`src/rtl/load_store_unit.sv`:
```
// Load/store unit between a core request port and a single-word data memory.
// Performs sub-word loads with extension and sub-word stores via read-modify-write.
module load_store_unit #(
   parameter int MEM_WORDS = 64
) (
   input  logic        clk,
   input  logic        rst_n,
   input  logic        req_valid,
   output logic        req_ready,
   input  logic        req_write,
   input  logic [1:0]  req_size,
   input  logic        req_unsigned,
   input  logic [31:0] req_addr,
   input  logic [31:0] req_wdata,
   output logic        rsp_valid,
   output logic [31:0] rsp_rdata,
   output logic        rsp_error,
   output logic [31:0] mem_addr,
   output logic [31:0] mem_wdata,
   output logic        mem_we,
   input  logic [31:0] mem_rdata
);

   typedef enum logic [2:0] {IDLE, LOAD, STORE, RMW_RD, RMW_WR, RESP} state_t;

   state_t      state, state_n;
   logic [31:0] addr_q, wdata_q, rdata_q, rmw_q;
   logic [1:0]  size_q;
   logic        uns_q, write_q, err_q;

   logic        acc_err;
   logic [7:0]  byte_sel;
   logic [15:0] half_sel;
   logic [31:0] ld_ext, merged, word_addr;

   assign acc_err = (req_size == 2'b11) ||
                    (req_size == 2'b01 && req_addr[0]) ||
                    (req_size == 2'b10 && req_addr[1:0] != 2'b00) ||
                    ({2'b00, req_addr[31:2]} >= MEM_WORDS);

   assign word_addr = {addr_q[31:2], 2'b00};
   assign byte_sel  = mem_rdata[{addr_q[1:0], 3'b000} +: 8];
   assign half_sel  = mem_rdata[{addr_q[1], 4'b0000} +: 16];

   always_comb begin
      case (size_q)
         2'b00:   ld_ext = uns_q ? {24'b0, byte_sel} : {{24{byte_sel[7]}}, byte_sel};
         2'b01:   ld_ext = uns_q ? {16'b0, half_sel} : {{16{half_sel[15]}}, half_sel};
         default: ld_ext = mem_rdata;
      endcase
   end

   // Only the addressed lane of the captured word is replaced.
   always_comb begin
      merged = rmw_q;
      if (size_q == 2'b00) merged[{addr_q[1:0], 3'b000} +: 8] = wdata_q[7:0];
      else                 merged[{addr_q[1], 4'b0000} +: 16] = wdata_q[15:0];
   end

   always_ff @(posedge clk or negedge rst_n) begin
      if (!rst_n) state <= IDLE;
      else        state <= state_n;
   end

   always_comb begin
      state_n   = state;
      req_ready = 1'b0;
      mem_addr  = 32'b0;
      mem_we    = 1'b0;
      mem_wdata = 32'b0;
      rsp_valid = 1'b0;
      rsp_rdata = 32'b0;
      rsp_error = 1'b0;
      case (state)
         IDLE: begin
            req_ready = rst_n;
            if (req_valid) begin
               if (acc_err)                  state_n = RESP;
               else if (!req_write)          state_n = LOAD;
               else if (req_size == 2'b10)   state_n = STORE;
               else                          state_n = RMW_RD;
            end
         end
         LOAD: begin
            mem_addr = word_addr;
            state_n  = RESP;
         end
         STORE: begin
            mem_addr  = word_addr;
            mem_we    = 1'b1;
            mem_wdata = wdata_q;
            state_n   = RESP;
         end
         RMW_RD: begin
            mem_addr = word_addr;
            state_n  = RMW_WR;
         end
         RMW_WR: begin
            mem_addr  = word_addr;
            mem_we    = 1'b1;
            mem_wdata = merged;
            state_n   = RESP;
         end
         RESP: begin
            rsp_valid = 1'b1;
            rsp_error = err_q;
            rsp_rdata = (err_q || write_q) ? 32'b0 : rdata_q;
            state_n   = IDLE;
         end
         default: state_n = IDLE;
      endcase
   end

   always_ff @(posedge clk or negedge rst_n) begin
      if (!rst_n) begin
         addr_q  <= '0;
         wdata_q <= '0;
         rdata_q <= '0;
         rmw_q   <= '0;
         size_q  <= '0;
         uns_q   <= 1'b0;
         write_q <= 1'b0;
         err_q   <= 1'b0;
      end else begin
         if (state == IDLE && req_valid) begin
            addr_q  <= req_addr;
            wdata_q <= req_wdata;
            size_q  <= req_size;
            uns_q   <= req_unsigned;
            write_q <= req_write;
            err_q   <= acc_err;
         end
         if (state == LOAD)   rdata_q <= ld_ext;
         if (state == RMW_RD) rmw_q   <= mem_rdata;
      end
   end

endmodule

```
`config.mk`:
```
export PLATFORM = sky130hd
export DESIGN_NAME = load_store_unit
export DESIGN_NICKNAME = d
export VERILOG_FILES = /design/src/rtl/load_store_unit.sv
export SDC_FILE = /design/constraint.sdc
export NUM_CORES = 1
export LEC_CHECK = 0
export ABC_AREA = 1
export ABC_CLOCK_PERIOD_IN_PS = 2490
export CAP_MARGIN = 25
export CORE_UTILIZATION = 45
export CTS_BUF_LIST = sky130_fd_sc_hd__clkbuf_8 sky130_fd_sc_hd__clkbuf_16
export DETAILED_ROUTE_END_ITERATION = 7
export GPL_TIMING_DRIVEN = 1
export PLACE_DENSITY = 0.85
export SLEW_MARGIN = 15
export SYNTH_ARGS = -nofsm -noshare
export SYNTH_HDL_FRONTEND = slang
export SYNTH_SLANG_ARGS = --single-unit
```
`constraint.sdc`:
```
create_clock -name clk -period 2.49 [get_ports clk]
set_clock_uncertainty 0.1 [all_clocks]
set_input_delay 0.498 -clock clk [delete_from_list [all_inputs] [get_ports clk]]
set_output_delay 0.498 -clock clk [all_outputs]
set_load 0.03 [all_outputs]
```
; Yosys cells after proc, flatten, opt, wreduce, memory -nomap -nowiden
; Index checks and enable logic that the tools add are counted.
; Widths: inputs -> output; s select.
[classes]
shift = 6
n_reduce_logical = 13
n_addsub = 2
n_mux = 19
eq_ne = 10
order_cmp = 1
[op_table]
columns = op, count
row1 = $mux 32, 6
row2 = $pmux 32 s2, 2
row3 = $bwmux 32, 2
row4 = $shift 16x7->32 const A, 1
row5 = $shift 8x7->32 const A, 1
row6 = $shiftx 16x7->32, 1
row7 = $shiftx 32x6->16, 1
row8 = $shiftx 32x6->8, 1
row9 = $shiftx 8x7->32, 1
row10 = $ge 30x7->1 const B, 1
row11 = $neg 5->7, 2
row12 = $pmux 3 s3, 1
row13 = $eq 3x2->1 const B, 2
row14 = $eq 3x3->1 const B, 2
row15 = $mux 3, 2
row16 = $mux 1, 5
row17 = $eq 2x1->1 const B, 2
row18 = $eq 2x2->1 const B, 2
row19 = $logic_or 1x1->1, 4
row20 = $reduce_or 4->1, 1
row21 = $eq 3x1->1 const B, 1
row22 = $logic_and 1x1->1, 3
row23 = $logic_not 3->1, 1
row24 = $reduce_or 3->1, 1
row25 = other kinds (5), 5
[totals]
regBits = 136
elab_cells = 60
input_bits = 103

; Depth between registers and ports, before layout
; Gate-level depths: netlist (run 1).
[depth]
ltp_word = 8
ltp_mapped = 11

; Worst setup path before layout (run 1)
; No wires, ideal clock.
[synth_path]
path_type = reg-to-output
start = register addr_q[1]
end = output port mem_wdata[19]
n_path_buf = 4
path_stages_with_launch = 12
path_slack_ns = -0.542
t_arrival_ns = 2.434
t_required_ns = 1.892
cell_sequence = dfrtp_1 buf_2 buf_2 clkbuf_1 inv_1 ha_1 clkbuf_1 nor2_1 nand2_1 nor2_1 o21ai_0 o22ai_1
[synth_via]
elab_chain_len = 5
word_cells_on_any_way = 10
classes_between = add/sub (2) / shift (4) / mux (4)
[synth_lines]
columns = item, line_no
row1 = "start, declared", 27  ; logic [31:0] addr_q, wdata_q, rdata_q, rmw_q;
row2 = "start signal, assigned", 126  ; addr_q <= req_addr;
row3 = "$neg 5->7, on equally long branches", "57, 56"
row4 = $shiftx 16x7->32 (tied with other cells), 57  ; else merged[{addr_q[1], 4'b0000} +: 16] = wdata_q[15:0];
row5 = "$bwmux 32, on equally long branches", "57, 56"
row6 = $mux 32 (*), 56  ; if (size_q == 2'b00) merged[{addr_q[1:0], 3'b000} +: 8] = wdata_q[7:0];
row7 = $pmux 32 s2 (*), 74  ; case (state)
row8 = "end, declared", 19  ; output logic [31:0] mem_wdata,
; Mark *: on every way between the ends. The rest lies on a longest branch, timed or not.

; Final worst setup path (run 1)
[layout_path]
start = register addr_q[1]
end = output port mem_wdata[28]
; Same word-level chain as after synthesis.

==> run summary, run 1 <==
- final layout net count: 1402
- maximum vdd drop: 0.000746 V
- clock transition at the registers of the reported paths: 60 ps
- vias after detailed routing: 8336
- worst hold slack: 413 ps
- crit path max fanout: 6
- drt pass-1 iters: 5
- data arrival time of the worst path: 2160 ps
- die boundary height: 134 µm
- total CTS buffers: 17
- final routed wirelength across all metal layers: 26600 µm
- number of port buffers: 200
- Slew Limit Fails: 0
- cells along the critical path: buf_4 -> ha_2 -> inv_1 -> nor2_2 -> nand2_4 -> buf_4 -> nor2_2 -> o21ai_1 -> o22ai_2 -> buf_6
- setup_tns: -6760 ps
- share of synthesized area occupied by flip-flops and latches: 43.2%
- flip-flop and latch count after synthesis: 136
- ratio of routed vias to standard cells: 5.46
- clock insertion delay at the later pin of the skew report: 420 ps
- design area: 11600 µm²
- RSZ-0062 raised after global routing: true
- Clock Root Buffer: sky130_fd_sc_hd__clkbuf_16
- Worst slew margin: 53.7%
- DP Wirelength: 17900 µm
- kind of end point of the critical path: primary output
- total design power: 0.0157 W
- worst stage delay on the critical path: 420 ps
- Req. time, crit path: 1890 ps
- critical setup path kind: flip-flop to primary output
- Area after DPL: 10100 µm²
- cell with the largest stage delay on the worst path: sky130_fd_sc_hd__dfrtp_2
- cell row count: 47
- Remaining DRCs: 0
- total count of hold-check failures in the final report: 0
- Warnings, synthesis: 0
- setup slack after layout: -264 ps
- Post-Place Worst Slack: -3.24 ps
- CTS tree: done
- Tmin final: 2750 ps
- result of the run: complete, but fails checks
- Unique masters post-synth: 30
- starting density of the core: 46.8%
- deepest level of the CTS H-tree: 4
- Boundary Pins: 203
- fraction of layout instances using a drive strength above 1: 27.3%
- FF-to-FF path depth: 9
- RD Place Congestion: 0.916
- max-cap check violation count: 0
- cell area after technology mapping: 7870 µm²
- launch instance of the worst register-to-register path: addr_q[1]
- setup-violating endpoint count in the final report: 53
- leakage power total: 5.37 nW
- Reg-to-Reg End: rdata_q[8]
- area added between synthesis and finish: 47.1%
- wire length per cell: 17.5 µm
- number of buffers on the longest clock path: 2
- vias in the first global route: 7501
- placeable core region: 16800 µm²
- first-pass GRT wire length: 39000 µm
- maximum frequency from static timing analysis: 363 MHz
- largest net degree at the start of global routing: 80
- synthesized area per cell: 7.28 µm²
- Die Footprint: 18000 µm²
- antenna violations before repair: 0
- transition time at the pin with the least slew margin: 694 ps
- antenna fix cells: 0
- Post-Syn Instances: 1082
- residual overflow from global routing: 0
- sort of element at the start of the critical path: flip-flop
- antenna-violating nets left: 0
- number of DRC violations after detailed-routing iteration 0: 874
- worst setup slack for register-to-register paths: 530 ps
- Power Density: 1350 nW/µm²
- portion of the clock cycle consumed by the worst path in the final layout: 111%
- Hold Crit Class: primary input to async pin
- global-route usage over all layers: 28.0%
- die outline width: 134 µm
- Sink Count: 136
- violations in the final reports: setup timing
layout by cell type (no fill, tap or decap), drive strengths merged:
| cell type | n |
|---|---|
| dfrtp | 136 |
| buf | 153 |
| clkdlybuf4s50 | 101 |
| a21oi | 76 |
| inv | 154 |
| nor2 | 101 |
| nor3 | 19 |
| clkbuf | 20 |
| dlygate4sd3 | 1 |
| clkinvlp | 5 |
| bufinv | 1 |
| nand2 | 230 |
| clkinv | 4 |
| a21boi | 16 |
| o22ai | 24 |
| conb | 2 |
| o21ai | 229 |
| nand3 | 29 |
| ha | 5 |
repair_timing:
action / 4_1_cts / 5_1_grt
hold buffers: 1 / 0
gates cloned: 1 / 3
gates resized for setup: 252 / 155
pin swaps: 19 / 21
setup endpoints to repair: 95 / 95
buffers inserted: 11 / 17
endpoints found under the hold margin: 22 / 0
layer usage:
metal  vias to the layer above  global-route usage, %  routed length (µm)
met1                      3865                   37.1               10700
met2                       472                   45.6               12600
li1                       3920                      -                   -
met5                         -                      0                   0
met3                        79                   6.05                2280
met4                         0                   9.36                 974
final cells by class:
| type | instances | area [µm²] |
|---|---|---|
| flip-flops and latches | 136 | 3410 |
| clock buffers | 17 | 425 |
| clock inverters | 14 | 126 |
| multi-input cells | 731 | 4220 |
| fillers | 1314 | 5240 |
| repair inverters | 1 | 6.26 |
| inverters | 149 | 578 |
| repair buffers | 258 | 2540 |
| well taps | 220 | 275 |
flip-flops by register name (all words and copies together) (netlist names):
register  cells
addr_q       32
rdata_q      32
rmw_q        32
wdata_q      32
state         3
size_q        2
err_q         1
uns_q         1
write_q       1
worst max-delay path by stage:
stage / startpoint / endpoint / slack, ps / cells after the start
2_1_floorplan: addr_q[1] / mem_wdata[19] / -10 / 11
3_3_place_gp: state[2] / mem_addr[30] / 110 / 9
3_5_place_dp: state[2] / mem_addr[4] / -3 / 9
4_1_cts: addr_q[1] / mem_wdata[13] / -180 / 10
5_1_grt: addr_q[1] / mem_wdata[26] / -340 / 10
6_report: addr_q[1] / mem_wdata[28] / -260 / 10
through the flow:
| step | utilization, % | std cells |
|---|---|---|
| floorplan | - | 1083 |
| global placement | 59.8 | 1465 |
| detailed placement | 59.8 | 1465 |
| CTS | 64.7 | 1507 |
| global route | 68.8 | 1526 |
| finish | 68.8 | 1526 |
Yosys cell counts (all sizes together):
cell    count  share of area [%]
nand3      29                1.9
ha          5               0.79
clkbuf     25                1.2
dfrtp     136                 43
conb        1              0.048
buf        42                4.1
a21oi      76                4.8
nor3       19                1.4
o21ai     229                 15
o22ai      24                1.9
nand2     230                 11
a21boi     16                1.5
nor2      101                5.3
inv       149                7.1
worst max-delay path: cells and delay by family (launching register included):
kind / cells / cell delay [ps]
AND/OR/NAND/NOR: 3 / 370
adder cells (fa/ha/maj): 1 / 180
buffers and inverters: 4 / 530
AO/OA/AOI/OAI: 2 / 230
flip-flops: 1 / 420
where the power goes:
group | leakage [nW] | switching, W | internal [W]
combinational | 3.57 | 0.00615 | 0.00364
clock | 0.264 | 0.00101 | 0.00137
sequential | 1.54 | 0.000465 | 0.00305
total | 5.37 | 0.00762 | 0.00806
logic make-up after synthesis:
family	count (synthesis)	share of synthesized area [%]
AND/OR/NAND/NOR	379	19.9
flip-flops	136	43.2
other	1	0.0476
adder cells (fa/ha/maj)	5	0.795
buffers and inverters	216	12.4
AO/OA/AOI/OAI	345	23.6
Note: power is estimated with default switching activity, not from simulation.
==> run 2: changes to the inputs <==
- SKIP_LAST_GASP: unset -> 1
==> run 2 against run 1 <==
  * The flow still finishes with violations (setup timing)
  * Sequential share of layout area is 0.17 points higher
  * Sequential power is essentially flat
  * Clock power barely moved
  * Highest routed layer unchanged
  * Flip-flop and latch count unchanged
  * Largest cell class unchanged
  * Die area did not move
  * Count of clock-buffer cells in the layout did not move
==> run summary, run 2 (synthesis gave the netlist of run 1 again) <==
- largest net degree at the start of global routing: 80, unchanged
- wire length per cell: 17.3 µm, -0.69%
- transition time at the pin with the least slew margin: 696 ps, +1.96 ps
- worst setup slack for register-to-register paths: 520 ps, about the same
- cells along the critical path: inv_2 -> ha_4 -> inv_2 -> nor2_4 -> buf_6 -> nand2_4 -> nor2_4 -> o21ai_2 -> o22ai_2 -> buf_6
- Filler Cell Count: 1346, +2.4%
- number of buffers on the longest clock path: 2, unchanged
- drt pass-1 iters: 6, +1
- Post-Place Worst Slack: -3.24 ps, unchanged
- max-cap check violation count: 0, unchanged
- ratio of routed vias to standard cells: 5.45, -0.24%
- net switching share of the total power: 48.4%, -0.22 points
- proportion of power drawn by the clock network: 15.3%, about the same
- Tmin final: 2710 ps, -40.8 ps
- CTS tree: done
- combined buffer and inverter count along the critical path: 4, unchanged
- Req. time, crit path: 1890 ps, about the same
- part of the total power dissipated in combinational logic: 62.2%, -0.2 points
- maximum vdd drop: 0.000731 V, -2.0%
- setup slack after layout: -224 ps, +40.8 ps
- most common cell after layout, fill and taps aside: sky130_fd_sc_hd__nand2_1
- Power Density: 1350 nW/µm², -0.11%
- Remaining DRCs: 0, unchanged
- Sw Pwr: 0.00753 W, -1.1%
- FF-to-FF path depth: 9, unchanged
- final routed wirelength across all metal layers: 26400 µm, -0.88%
- setup_tns: -6260 ps, +508 ps
- first-pass GRT wire length: 39000 µm, -0.11%
- cell family with most CP delay: buffers and inverters
- vias after detailed routing: 8300, -0.43%
- data arrival time of the worst path: 2120 ps, -40 ps
- RD Place Congestion: 0.916, unchanged
- final layout net count: 1399, -0.21%
- RSZ-0062 raised after global routing: true
- Die Footprint: 18000 µm², unchanged
- placeable core region: 16800 µm², unchanged
- Slew Limit Fails: 0, unchanged
- portion of the clock cycle consumed by the worst path in the final layout: 109%, -1.6 points
- Reg-to-Reg End: rdata_q[8]
- proportion of power drawn by flip-flops and latches: 22.5%, about the same
- Int Power: 0.00804 W, -0.28%
- die boundary height: 134 µm, unchanged
- vias in the first global route: 7524, +0.31%
- cell row count: 47, unchanged
- clock transition at the registers of the reported paths: 60 ps, about the same
- result of the run: complete, but fails checks
- setup-violating endpoint count in the final report: 53, unchanged
- global-route usage over all layers: 28.0%, -0.049 points
- deepest level of the CTS H-tree: 4, unchanged
- launch instance of the worst register-to-register path: addr_q[1]
- leakage power total: 5.33 nW, -0.81%
- starting density of the core: 46.8%, unchanged
- total CTS buffers: 17, unchanged
- crit path max fanout: 6, unchanged
- DP Wirelength: 17900 µm, unchanged
- Area after DPL: 10100 µm², unchanged
- critical setup path kind: flip-flop to primary output
- design area: 11500 µm², -0.58%
- Clock Root Buffer: sky130_fd_sc_hd__clkbuf_16
- total count of hold-check failures in the final report: 0, unchanged
- kind of end point of the critical path: primary output
- clock insertion delay at the later pin of the skew report: 420 ps, about the same
- area added between synthesis and finish: 46.2%
- antenna-violating nets left: 0, unchanged
- number of DRC violations after detailed-routing iteration 0: 923, +5.6%
- worst stage delay on the critical path: 380 ps, -40 ps
- number of port buffers: 200, unchanged
- Sink Count: 136, unchanged
- residual overflow from global routing: 0, unchanged
- cell with the largest stage delay on the worst path: sky130_fd_sc_hd__dfrtp_1
- fraction of layout instances using a drive strength above 1: 26.6%, -0.70 points
- Hold Crit Class: primary input to async pin
- most frequent cells in the layout: sky130_fd_sc_hd__nand2_1, sky130_fd_sc_hd__o21ai_0, sky130_fd_sc_hd__inv_1, sky130_fd_sc_hd__dfrtp_1, sky130_fd_sc_hd__clkdlybuf4s50_1
- antenna fix cells: 0, unchanged
- antenna violations before repair: 0, unchanged
- Worst slew margin: 53.6%, -0.13 points
- post-route core utilization: 68.4%, -0.40 points
- violations in the final reports: setup timing
- Boundary Pins: 203, unchanged
- maximum frequency from static timing analysis: 369 MHz, +1.5%
- sort of element at the start of the critical path: flip-flop
- die outline width: 134 µm, unchanged
## run 2: cell types whose count changed in the layout (fill, tap and decap cells not counted), sizes merged
| cell | previous run | this run |
|---|---|---|
| buf | 153 | 146 |
| clkbuf | 20 | 24 |
## run 2: cell type report
class | count | area (µm²) | area share [%]
clock buffer | 17 | 425 | 3.70
timing repair inverter | 1 | 6.26 | 0.0543
sequential | 136 | 3410 | 29.6
timing repair buffer | 255 | 2510 | 21.8
inverter | 149 | 576 | 5.00
clock inverter | 14 | 126 | 1.10
tap | 220 | 275 | 2.39
multi-input combinational | 731 | 4180 | 36.3
## run 2: how the worst max path moves through the flow
stage | startpoint | end | cells after the start
final | addr_q[0] | mem_wdata[13] | 10
after global routing | addr_q[0] | mem_wdata[18] | 10
after CTS | addr_q[1] | mem_wdata[13] | 10
after detailed placement | state[2] | mem_addr[4] | 9
after global placement | state[2] | mem_addr[30] | 9
after floorplan | addr_q[1] | mem_wdata[19] | 11
## run 2: repair_timing
action	CTS	global route
setup buffers	11	14
hold buffers	1	0
setup endpoints to repair	95	96
hold endpoints to repair	22	0
pin swaps	19	25
resized for setup	190	217
cloned	1	3
## run 2: stage by stage
step	power [W]	std cells	hold slack (ps)
2_1_floorplan	0.00904	1083	102
5_1_grt	0.0165	1523	414
3_5_place_dp	0.0116	1465	279
3_3_place_gp	0.0114	1465	283
6_report	0.0156	1523	413
4_1_cts	0.0146	1507	388
## run 2: power groups by stage
stage                     combinational (W)  sequential [W]  clock (W)
after CTS                           0.00872         0.00344    0.00241
after floorplan                     0.00570         0.00334          0
after global placement              0.00795         0.00343          0
after detailed placement            0.00810         0.00346          0
final                               0.00969         0.00351    0.00238
after global routing                 0.0104         0.00358    0.00250
## run 2: routing by layer
| layer | share of wire (%) | vias up | wire (µm) | global-route usage, % |
|---|---|---|---|---|
| met5 | 0 | - | 0 | 0 |
| met4 | 3.4 | 0 | 908 | 9.36 |
| met3 | 7.8 | 69 | 2070 | 6.05 |
| met2 | 47 | 444 | 12500 | 45.7 |
| met1 | 41 | 3877 | 10900 | 36.8 |
| li1 | - | 3910 | - | - |
==> run 3: changes to the inputs <==
- DONT_BUFFER_PORTS: unset -> 1
- PLACE_DENSITY: 0.85 -> 0.7
==> run 3 against run 2 <==
  * The flow finishes with violations (hold timing, setup timing)
  * Die area did not move
  * Sequential power is 2% lower
  * Critical path depth is 1 lower
  * Flip-flop and latch count stayed put
  * Critical endpoint is now mem_wdata[14]
  * Largest cell class unchanged
  * Highest routed layer unchanged
==> run summary, run 3 (synthesis gave the netlist of run 1 again) <==
- RD Place Congestion: 0.945, +3.1%
- Reg-to-Reg End: rdata_q[17]
- number of DRC violations after detailed-routing iteration 0: 818, -11%
- Hold Crit Class: primary input to async pin
- CTS tree: done
- transition time at the pin with the least slew margin: 640 ps, -55.9 ps
- area added between synthesis and finish: 24.1%
- RSZ-0062 raised after global routing: true
- number of port buffers: 0, -100%
- most frequent cells in the layout: sky130_fd_sc_hd__nand2_1, sky130_fd_sc_hd__o21ai_0, sky130_fd_sc_hd__inv_1, sky130_fd_sc_hd__dfrtp_1, sky130_fd_sc_hd__buf_4
- Worst slew margin: 57.3%, +3.7 points
- max-cap check violation count: 0, unchanged
- vias after detailed routing: 7542, -9.1%
- Area after DPL: 8680 µm², -14%
- clock transition at the registers of the reported paths: 60 ps, about the same
- leakage power total: 4.55 nW, -15%
- first-pass GRT wire length: 38600 µm, -1.1%
- Clock Root Buffer: sky130_fd_sc_hd__clkbuf_16
- Power Density: 1480 nW/µm², +9.5%
- FF-to-FF path depth: 8, -1
- residual overflow from global routing: 0, unchanged
- fraction of layout instances using a drive strength above 1: 21.8%, -4.8 points
- result of the run: complete, but fails checks
- clock insertion delay at the later pin of the skew report: 430 ps, about the same
- antenna-violating nets left: 0, unchanged
- sort of element at the start of the critical path: flip-flop
- antenna violations before repair: 0, unchanged
- launch instance of the worst register-to-register path: size_q[0]
- violations in the final reports: hold timing, setup timing
- largest net degree at the start of global routing: 138, +73%
- maximum frequency from static timing analysis: 369 MHz, about the same
- final layout net count: 1250, -11%
- Sink Count: 136, unchanged
- Boundary Pins: 203, unchanged
- cell row count: 47, unchanged
- data arrival time of the worst path: 2120 ps, about the same
- antenna fix cells: 0, unchanged
- final routed wirelength across all metal layers: 25200 µm, -4.5%
- wire length per cell: 18.4 µm, +5.9%
- maximum vdd drop: 0.000798 V, +9.1%
- setup-violating endpoint count in the final report: 32, -40%
- most common cell after layout, fill and taps aside: sky130_fd_sc_hd__nand2_1
- Remaining DRCs: 0, unchanged
- Filler Cell Count: 1569, +17%
- total design power: 0.0145 W, -7.1%
- crit path max fanout: 8, +2
- portion of the clock cycle consumed by the worst path in the final layout: 109%, about the same
- DP Wirelength: 17500 µm, -2.1%
- total CTS buffers: 17, unchanged
- setup slack after layout: -223 ps, +0.305 ps
- Post-Place Worst Slack: 129 ps, +132 ps
- ratio of routed vias to standard cells: 5.49, +0.72%
- post-route core utilization: 58.1%, -10 points
- worst hold slack: -332 ps, -745 ps
- worst setup slack for register-to-register paths: 460 ps, -60 ps
- total count of hold-check failures in the final report: 136, +136
- starting density of the core: 46.8%, unchanged
- Slew Limit Fails: 0, unchanged
- kind of end point of the critical path: primary output
- die boundary height: 134 µm, unchanged
- global-route usage over all layers: 28.0%, about the same
- drt pass-1 iters: 6, unchanged
- placeable core region: 16800 µm², unchanged
- critical setup path kind: flip-flop to primary output
- Tmin final: 2710 ps, -0.305 ps
- vias in the first global route: 6924, -8.0%
- design area: 9770 µm², -15%
- number of buffers on the longest clock path: 2, unchanged
- deepest level of the CTS H-tree: 4, unchanged
- die outline width: 134 µm, unchanged
- Req. time, crit path: 1890 ps, about the same
- Die Footprint: 18000 µm², unchanged
## run 3: timing repair
item                                    in CTS  in global routing
gates resized for setup                     47                 53
gates cloned                                 0                  1
pin swaps                                   22                 23
hold endpoints to repair                   136                136
setup buffers                                4                 11
endpoints found under the setup margin      62                 78
## run 3: metal layers
layer / routed length [µm] / GRT usage [%] / vias to the layer above
met5: 0 / 0 / -
met4: 941 / 11.9 / 0
met3: 2040 / 6.61 / 53
met2: 11800 / 43.4 / 343
met1: 10400 / 37.5 / 3541
li1: - / - / 3605
## run 3: metrics by stage
stage               setup TNS, ps  std cells
finish                      -4730       1374
global route                -7580       1374
CTS                         -4160       1362
detailed placement              0       1327
global placement                0       1327
floorplan                   -28.8       1083
## run 3: critical path, stage by stage (launching register included)
cell	delay [ps]
sky130_fd_sc_hd__dfrtp_1	380
sky130_fd_sc_hd__inv_4	70
sky130_fd_sc_hd__ha_4	290
sky130_fd_sc_hd__inv_2	40
sky130_fd_sc_hd__nor2_4	240
sky130_fd_sc_hd__nand2_2	100
sky130_fd_sc_hd__nor2_2	140
sky130_fd_sc_hd__o21ai_2	60
sky130_fd_sc_hd__o22ai_2	190
sky130_fd_sc_hd__buf_12	160
## run 3: cell type report
class	instances	area, µm²	share of cell area, %
Clock inverter	13	195	2.00
Clock buffer	18	439	4.49
Multi-Input combinational cell	731	3950	40.5
Inverter	149	567	5.80
Timing Repair Buffer	107	936	9.58
Sequential cell	136	3410	34.9
Tap cell	220	275	2.82
## run 3: worst max path at each step
| stage | from | to | slack, ps | depth (start not counted) |
|---|---|---|---|---|
| 4_1_cts | addr_q[0] | mem_wdata[14] | -170 | 9 |
| 6_report | addr_q[0] | mem_wdata[14] | -220 | 9 |
| 2_1_floorplan | addr_q[1] | mem_wdata[19] | -10 | 11 |
| 5_1_grt | addr_q[0] | mem_wdata[14] | -320 | 9 |
| 3_3_place_gp | addr_q[1] | mem_wdata[13] | 170 | 8 |
| 3_5_place_dp | addr_q[0] | mem_wdata[14] | 130 | 9 |
## run 3: power by group
group	switching, W	total, W	internal, W	leakage, nW
logic	0.00552	0.00827	0.00275	2.71
registers	0.000394	0.00344	0.00305	1.54
clock network	0.00105	0.00277	0.00171	0.305
